<file path="config.mk">
export PLATFORM = sky130hd
export DESIGN_NAME = alu_seq_nb
export DESIGN_NICKNAME = d
export VERILOG_FILES = /design/src/rtl/alu_seq_pkg.sv /design/src/rtl/seg7_dec.sv /design/src/rtl/alu_seq_nb.sv
export SDC_FILE = /design/constraint.sdc
export NUM_CORES = 1
export LEC_CHECK = 0
export ABC_CLOCK_PERIOD_IN_PS = 4350
export CORE_ASPECT_RATIO = 0.7
export CORE_UTILIZATION = 40
export CTS_CLUSTER_DIAMETER = 50
export CTS_CLUSTER_SIZE = 30
export DETAILED_ROUTE_END_ITERATION = 16
export GPL_ROUTABILITY_DRIVEN = 1
export MAX_ROUTING_LAYER = met4
export PLACE_DENSITY = 0.58
export SLEW_MARGIN = 10
export SYNTH_ARGS = -nofsm -noshare
export SYNTH_HDL_FRONTEND = slang
export SYNTH_SLANG_ARGS = --single-unit
export TNS_END_PERCENT = 50
</file>
<file path="constraint.sdc">
create_clock -name clk -period 4.35 [get_ports clk]
set_clock_uncertainty 0.05 [all_clocks]
set_input_delay 0.87 -clock clk [delete_from_list [all_inputs] [get_ports clk]]
set_output_delay 0.87 -clock clk [all_outputs]
set_load 0.02 [all_outputs]
</file>
<file path="src/rtl/alu_seq_pkg.sv">
`default_nettype none
// ============================================================================
// Module      : alu_seq_pkg
// Description : Shared definitions for the sequential ALU. Holds the opcode
//               encodings and the FSM state encoding.
// Revision    : 1.0 - initial release
// ============================================================================
package alu_seq_pkg;

  localparam logic [1:0] OP_ADD = 2'b00;
  localparam logic [1:0] OP_SUB = 2'b01;
  localparam logic [1:0] OP_MUL = 2'b10;
  localparam logic [1:0] OP_DIV = 2'b11;

  typedef enum logic [1:0] {
    ST_IDLE = 2'd0,
    ST_CALC = 2'd1,
    ST_DONE = 2'd2
  } state_t;

endpackage
`default_nettype wire

</file>
<file path="src/rtl/seg7_dec.sv">
`default_nettype none
// ============================================================================
// Module      : seg7_dec
// Description : Combinational hex digit to 7-segment decoder.
//               Segment order gfedcba, active-high.
// Ports       : hex_i  [3:0]  nibble to display (0-F)
//               seg_o  [6:0]  segment pattern {g,f,e,d,c,b,a}
// Revision    : 1.0 - initial release
// ============================================================================
module seg7_dec (
  input  logic [3:0] hex_i,
  output logic [6:0] seg_o
);

  always_comb begin
    seg_o = 7'h00;
    case (hex_i)
      4'h0: seg_o = 7'h3F;
      4'h1: seg_o = 7'h06;
      4'h2: seg_o = 7'h5B;
      4'h3: seg_o = 7'h4F;
      4'h4: seg_o = 7'h66;
      4'h5: seg_o = 7'h6D;
      4'h6: seg_o = 7'h7D;
      4'h7: seg_o = 7'h07;
      4'h8: seg_o = 7'h7F;
      4'h9: seg_o = 7'h6F;
      4'hA: seg_o = 7'h77;
      4'hB: seg_o = 7'h7C;
      4'hC: seg_o = 7'h39;
      4'hD: seg_o = 7'h5E;
      4'hE: seg_o = 7'h79;
      default: seg_o = 7'h71;
    endcase
  end

endmodule
`default_nettype wire

</file>
<file path="src/rtl/alu_seq_nb.sv">
`default_nettype none
// ============================================================================
// Module      : alu_seq_nb
// Description : Sequential unsigned ALU with valid/ready handshake.
//               ADD/SUB and DIV-by-zero complete in 1 cycle; MUL (shift-add)
//               and DIV (restoring) iterate one bit per cycle for WIDTH cycles.
// Parameters  : WIDTH (2..32) operand width
// Ports       : clk, rst_n (async, active-low)
//               in_valid/in_ready, a, b, op   - operation request
//               out_valid/out_ready           - result handshake
//               result [2*WIDTH], rem [WIDTH], carry, zero, err
//               disp1op/disp0op [7] (only with ALU_SEVSEG_EN) - hex display
//               of result[7:4] / result[3:0]
// Macro       : ALU_SEVSEG_EN enables the 7-segment display outputs.
// Revision    : 1.0 - initial release
// ============================================================================
module alu_seq_nb
  import alu_seq_pkg::*;
#(
  parameter int WIDTH = 8
) (
  input  logic                 clk,
  input  logic                 rst_n,
  input  logic                 in_valid,
  output logic                 in_ready,
  input  logic [WIDTH-1:0]     a,
  input  logic [WIDTH-1:0]     b,
  input  logic [1:0]           op,
  output logic                 out_valid,
  input  logic                 out_ready,
  output logic [2*WIDTH-1:0]   result,
  output logic [WIDTH-1:0]     rem,
  output logic                 carry,
  output logic                 zero,
  output logic                 err
`ifdef ALU_SEVSEG_EN
  ,
  output logic [6:0]           disp1op,
  output logic [6:0]           disp0op
`endif
);

  localparam int CNT_W = $clog2(WIDTH + 1);

  state_t               state_q, state_d;
  logic [CNT_W-1:0]     cnt_q, cnt_d;
  logic [1:0]           op_q, op_d;
  logic [WIDTH-1:0]     b_q, b_d;
  // Working register: MUL {partial product hi, multiplier/low product},
  // DIV {partial remainder, dividend/quotient}.
  logic [2*WIDTH-1:0]   acc_q, acc_d;
  logic [2*WIDTH-1:0]   result_q, result_d;
  logic [WIDTH-1:0]     rem_q, rem_d;
  logic                 carry_q, carry_d;
  logic                 zero_q, zero_d;
  logic                 err_q, err_d;
  logic                 w_load;

  // Single-cycle operations
  logic [WIDTH:0]       w_add, w_sub;
  assign w_add = {1'b0, a} + {1'b0, b};
  assign w_sub = {1'b0, a} - {1'b0, b};   // bit WIDTH is the borrow

  // One shift-add multiply step
  logic [WIDTH:0]       w_mul_sum;
  logic [2*WIDTH-1:0]   w_mul_next;
  assign w_mul_sum  = {1'b0, acc_q[2*WIDTH-1:WIDTH]} + (acc_q[0] ? {1'b0, b_q} : '0);
  assign w_mul_next = {w_mul_sum, acc_q[WIDTH-1:1]};

  // One restoring divide step. The partial remainder is always below b, so
  // the shifted value is below 2*b and a non-negative trial difference never
  // sets bit WIDTH: that bit is therefore a pure borrow flag.
  logic [WIDTH:0]       w_div_shift, w_div_trial;
  logic                 w_div_ge;
  logic [WIDTH-1:0]     w_div_rem;
  logic [2*WIDTH-1:0]   w_div_next;
  assign w_div_shift = {acc_q[2*WIDTH-1:WIDTH], acc_q[WIDTH-1]};
  assign w_div_trial = w_div_shift - {1'b0, b_q};
  assign w_div_ge    = ~w_div_trial[WIDTH];
  assign w_div_rem   = w_div_ge ? w_div_trial[WIDTH-1:0] : w_div_shift[WIDTH-1:0];
  assign w_div_next  = {w_div_rem, acc_q[WIDTH-2:0], w_div_ge};

  assign in_ready  = (state_q == ST_IDLE);
  assign out_valid = (state_q == ST_DONE);

  always_comb begin
    state_d  = state_q;
    cnt_d    = cnt_q;
    op_d     = op_q;
    b_d      = b_q;
    acc_d    = acc_q;
    result_d = result_q;
    rem_d    = rem_q;
    carry_d  = carry_q;
    zero_d   = zero_q;
    err_d    = err_q;
    w_load   = 1'b0;

    case (state_q)
      ST_IDLE: begin
        if (in_valid) begin
          op_d  = op;
          b_d   = b;
          acc_d = {{WIDTH{1'b0}}, a};
          case (op)
            OP_ADD: begin
              state_d  = ST_DONE;
              w_load   = 1'b1;
              result_d = {{(WIDTH-1){1'b0}}, w_add};
              rem_d    = '0;
              carry_d  = w_add[WIDTH];
              err_d    = 1'b0;
            end
            OP_SUB: begin
              state_d  = ST_DONE;
              w_load   = 1'b1;
              result_d = {{WIDTH{1'b0}}, w_sub[WIDTH-1:0]};
              rem_d    = '0;
              carry_d  = w_sub[WIDTH];
              err_d    = 1'b0;
            end
            OP_MUL: begin
              state_d = ST_CALC;
              cnt_d   = CNT_W'(WIDTH);
            end
            default: begin
              if (b == '0) begin
                state_d  = ST_DONE;
                w_load   = 1'b1;
                result_d = {{WIDTH{1'b0}}, {WIDTH{1'b1}}};
                rem_d    = a;
                carry_d  = 1'b0;
                err_d    = 1'b1;
              end else begin
                state_d = ST_CALC;
                cnt_d   = CNT_W'(WIDTH);
              end
            end
          endcase
        end
      end

      ST_CALC: begin
        acc_d = (op_q == OP_MUL) ? w_mul_next : w_div_next;
        cnt_d = cnt_q - CNT_W'(1);
        if (cnt_q == CNT_W'(1)) begin
          state_d = ST_DONE;
          w_load  = 1'b1;
          carry_d = 1'b0;
          err_d   = 1'b0;
          if (op_q == OP_MUL) begin
            result_d = w_mul_next;
            rem_d    = '0;
          end else begin
            result_d = {{WIDTH{1'b0}}, w_div_next[WIDTH-1:0]};
            rem_d    = w_div_next[2*WIDTH-1:WIDTH];
          end
        end
      end

      ST_DONE: begin
        if (out_ready) state_d = ST_IDLE;
      end

      default: state_d = ST_IDLE;
    endcase

    if (w_load) zero_d = (result_d == '0);
  end

  always_ff @(posedge clk or negedge rst_n) begin
    if (!rst_n) begin
      state_q  <= ST_IDLE;
      cnt_q    <= '0;
      op_q     <= '0;
      b_q      <= '0;
      acc_q    <= '0;
      result_q <= '0;
      rem_q    <= '0;
      carry_q  <= 1'b0;
      zero_q   <= 1'b1;
      err_q    <= 1'b0;
    end else begin
      state_q  <= state_d;
      cnt_q    <= cnt_d;
      op_q     <= op_d;
      b_q      <= b_d;
      acc_q    <= acc_d;
      result_q <= result_d;
      rem_q    <= rem_d;
      carry_q  <= carry_d;
      zero_q   <= zero_d;
      err_q    <= err_d;
    end
  end

  assign result = result_q;
  assign rem    = rem_q;
  assign carry  = carry_q;
  assign zero   = zero_q;
  assign err    = err_q;

`ifdef ALU_SEVSEG_EN
  // Low byte of the next result, zero-padded when the result is narrower.
  logic [7:0] w_res8;
  logic [6:0] w_seg1, w_seg0;
  logic [6:0] disp1_q, disp0_q;

  if (2*WIDTH >= 8) begin : g_res8_wide
    assign w_res8 = result_d[7:0];
  end else begin : g_res8_narrow
    assign w_res8 = {{(8-2*WIDTH){1'b0}}, result_d};
  end

  seg7_dec u_seg1 (.hex_i(w_res8[7:4]), .seg_o(w_seg1));
  seg7_dec u_seg0 (.hex_i(w_res8[3:0]), .seg_o(w_seg0));

  always_ff @(posedge clk or negedge rst_n) begin
    if (!rst_n) begin
      disp1_q <= 7'h3F;
      disp0_q <= 7'h3F;
    end else if (w_load) begin
      disp1_q <= w_seg1;
      disp0_q <= w_seg0;
    end
  end

  assign disp1op = disp1_q;
  assign disp0op = disp0_q;
`endif

endmodule
`default_nettype wire

</file>
==> flow_summary.json <==
{
  "status": "finished, final reports clean",
  "rsz0062_at_grt": "no",
  "totalWireLength_um": 15100,
  "via_per_inst": 5.84,
  "die_area_sq_um": 11500,
  "worst_setup_path_end_kind": "register",
  "cts_tree": "done",
  "coreArea_sq_um": 10600,
  "layout_commonest_cell": "dfrtp_1",
  "fmaxAchievable_mhz": 235,
  "worstPathRequired_ps": 4550,
  "cp-start-kind": "input pin",
  "min_path_type": "reg -> reg",
  "crit_arrival_ps": 4460,
  "initial_utilization_pct": 42.1,
  "synthCells": 523,
  "grt_overflow": 0,
  "firstDrtPassIters": 5,
  "dp_hpwl_um": 11700,
  "grtUsageTotal_pct": 28.4,
  "drive_gt1_share_pct": 14.7,
  "ys_warn_count": 0,
  "grt_first_pass_wirelength_um": 24200,
  "synth_area_sq_um": 4440,
  "cts-root-buf": "clkbuf_16",
  "clockBufferDepth": 2,
  "fin_crit_sh_pct": 97.9,
  "syn_nets": 583,
  "yosys.area.top_type_share_pct": 32.7,
  "syn_avg_cell_area_sq_um": 8.49,
  "nets": 672,
  "internal_power_uw": 2290,
  "cp_max_fo": 5,
  "ys_seq_elements": 59,
  "synth_area_leaders": "dfrtp_1 33%, ha_1 9.6%, a21oi_1 4.3%",
  "synth_edf_count": 0,
  "clk_pin_slew_ps": 50,
  "place_congestion": 0.939,
  "fillers": 1005,
  "report.power.total_uw": 4070,
  "p_clk_share_pct": 20.8,
  "layout_common_cells": "58 x dfrtp_1, 54 x buf_4, 48 x nand2_1",
  "total_leakage_power_uw": 0.00266,
  "async_flop_share_pct": 100,
  "cts_sinks": 59,
  "antenna_found_initial": 1,
  "wl_per_cell_um": 19.7,
  "max_slew_margin_pct": 52.3,
  "numPortBuffers": 50,
  "fin_tns_setup_ps": 0,
  "grt_max_degree": 35,
  "r2r_setup_slack_ps": 480,
  "tightest_slew_ps": 710,
  "cts_inserted_buffers": 9,
  "drt-initial-drc-count": 349,
  "die_w_um": 128,
  "yosysUniqueCellTypes": 66,
  "setup_viol": 0,
  "area_growth_pct": 31.2,
  "power_frac_seq_pct": 23.3,
  "drv_cap": 0,
  "vias": 4471,
  "clock_latency_ps": 330,
  "seq_area_frac_synth_pct": 33.3,
  "io_pins": 51,
  "htreeDepth": 3,
  "finalMaxSlewViolations": 0,
  "post-synth-top-area-cell": "dfrtp_1",
  "ant_nets": 0,
  "drcViolationCount": 0,
  "peakVddDrop_mv": 0.303,
  "pwr_density_cell_nw_per_um2": 699,
  "chipHeight_um": 90.1,
  "path_class": "in -> reg",
  "finalCriticalPeriod_ps": 4260,
  "switching_share_pct": 43.8,
  "combPwrFrac_pct": 56.0,
  "p_sw_uw": 1780,
  "yosys_most_used_dff": "dfrtp_1",
  "grt_pass1_vias": 4255,
  "rows": 31,
  "finalHoldViolations": 0,
  "postCtsHoldBufs": 0
}
==> metrics by stage <==
step	std cells	area, sq um	utilization [%]	worst slack, ps	hold slack [ps]
6_report	766	5820	55.2	92.0	426
5_1_grt	766	5820	55.2	32.2	447
4_1_cts	764	5780	54.8	12.2	432
3_5_place_dp	748	5430	51.5	-316	419
3_3_place_gp	748	5430	51.5	-210	409
2_1_floorplan	523	4440	-	395	413
==> what timing repair did <==
| item | 4_1_cts | 5_1_grt |
|---|---|---|
| endpoints found under the setup margin | 0 | 1 |
| buffers inserted | 0 | 1 |
| resized for setup | 0 | 10 |
==> critical path: stages <==
cell             delay, ps
clkdlybuf4s50_1        440
or4_1                  650
o31ai_4                250
buf_4                  180
nor2_1                  40
a221o_1                360
or4_1                  490
or4_1                  490
or4_4                  440
o31ai_4                250
==> sequential cells by signal, indices dropped and copies added (netlist names) <==
name,cells
cnt_q,4
rem,8
op_q,2
state_q,2
result,16
carry,1
acc_q,16
b_q,8
zero,1
err,1
==> final cells by class <==
type                            count  area [sq um]  area share (%)
Antenna cell                        1          2.50          0.0430
Clock buffer                       10           239            4.10
Tap cell                          148           185            3.18
Timing Repair Buffer              104           906            15.6
Sequential cell                    59          1480            25.4
Inverter                           38           143            2.45
Clock inverter                      6           111            1.91
Multi-Input combinational cell    400          2760            47.4
==> cells by family after synthesis <==
logic type / synth area share, %
flops: 33.3
simple gates: 18.9
fa+ha+maj: 11.4
buf+inv: 5.44
compound gates: 25.3
xor+xnor: 2.96
mux: 2.76
==> power groups by stage <==
stage	Clock (uW)	Sequential (uW)	Combinational [uW]
floorplan	0	996	1370
global placement	0	950	2180
detailed placement	0	949	2210
CTS	850	943	2230
global route	880	975	2470
finish	846	948	2280
==> routing by layer <==
| metal | up-vias | global-route usage [%] | part of all wire, % |
|---|---|---|---|
| li1 | 2081 | - | - |
| met1 | 2183 | 42.9 | 50 |
| met2 | 195 | 38.5 | 41 |
| met3 | 12 | 5.54 | 8.3 |
| met4 | 0 | 6.47 | 1.3 |
| met5 | - | - | 0 |
==> path summary, 6_finish.rpt <==
kind / from / endpoint / cells past startpoint
min: err / err / 1
max: b[5] / zero / 10
max in group asynchronous: rst_n / zero / 2
min in group asynchronous: rst_n / state_q[1] / 1
min reg2reg: err / err / 1
max reg2reg: cnt_q[1] / zero / 10
==> synth_stat cells, drive strengths merged, types with 4 or more instances <==
cell type / count
and2: 7
dfrtp: 58
or4: 7
nor3b: 4
a21oi: 38
a211oi: 4
xnor2: 10
ha: 34
fa: 4
nor2: 44
clkbuf: 24
mux2i: 10
nand2: 48
inv: 37
nand3: 10
nor4: 4
o21ai: 37
xor2: 5
a22o: 4
nand2b: 4
a22oi: 7
a221o: 7
a221oi: 4
a31oi: 6
o21a: 4
or3: 4
o21bai: 8
o31ai: 7
a21o: 7
nor3: 13
o22ai: 8
nor2b: 12
Power figures use the tool's default switching activity.
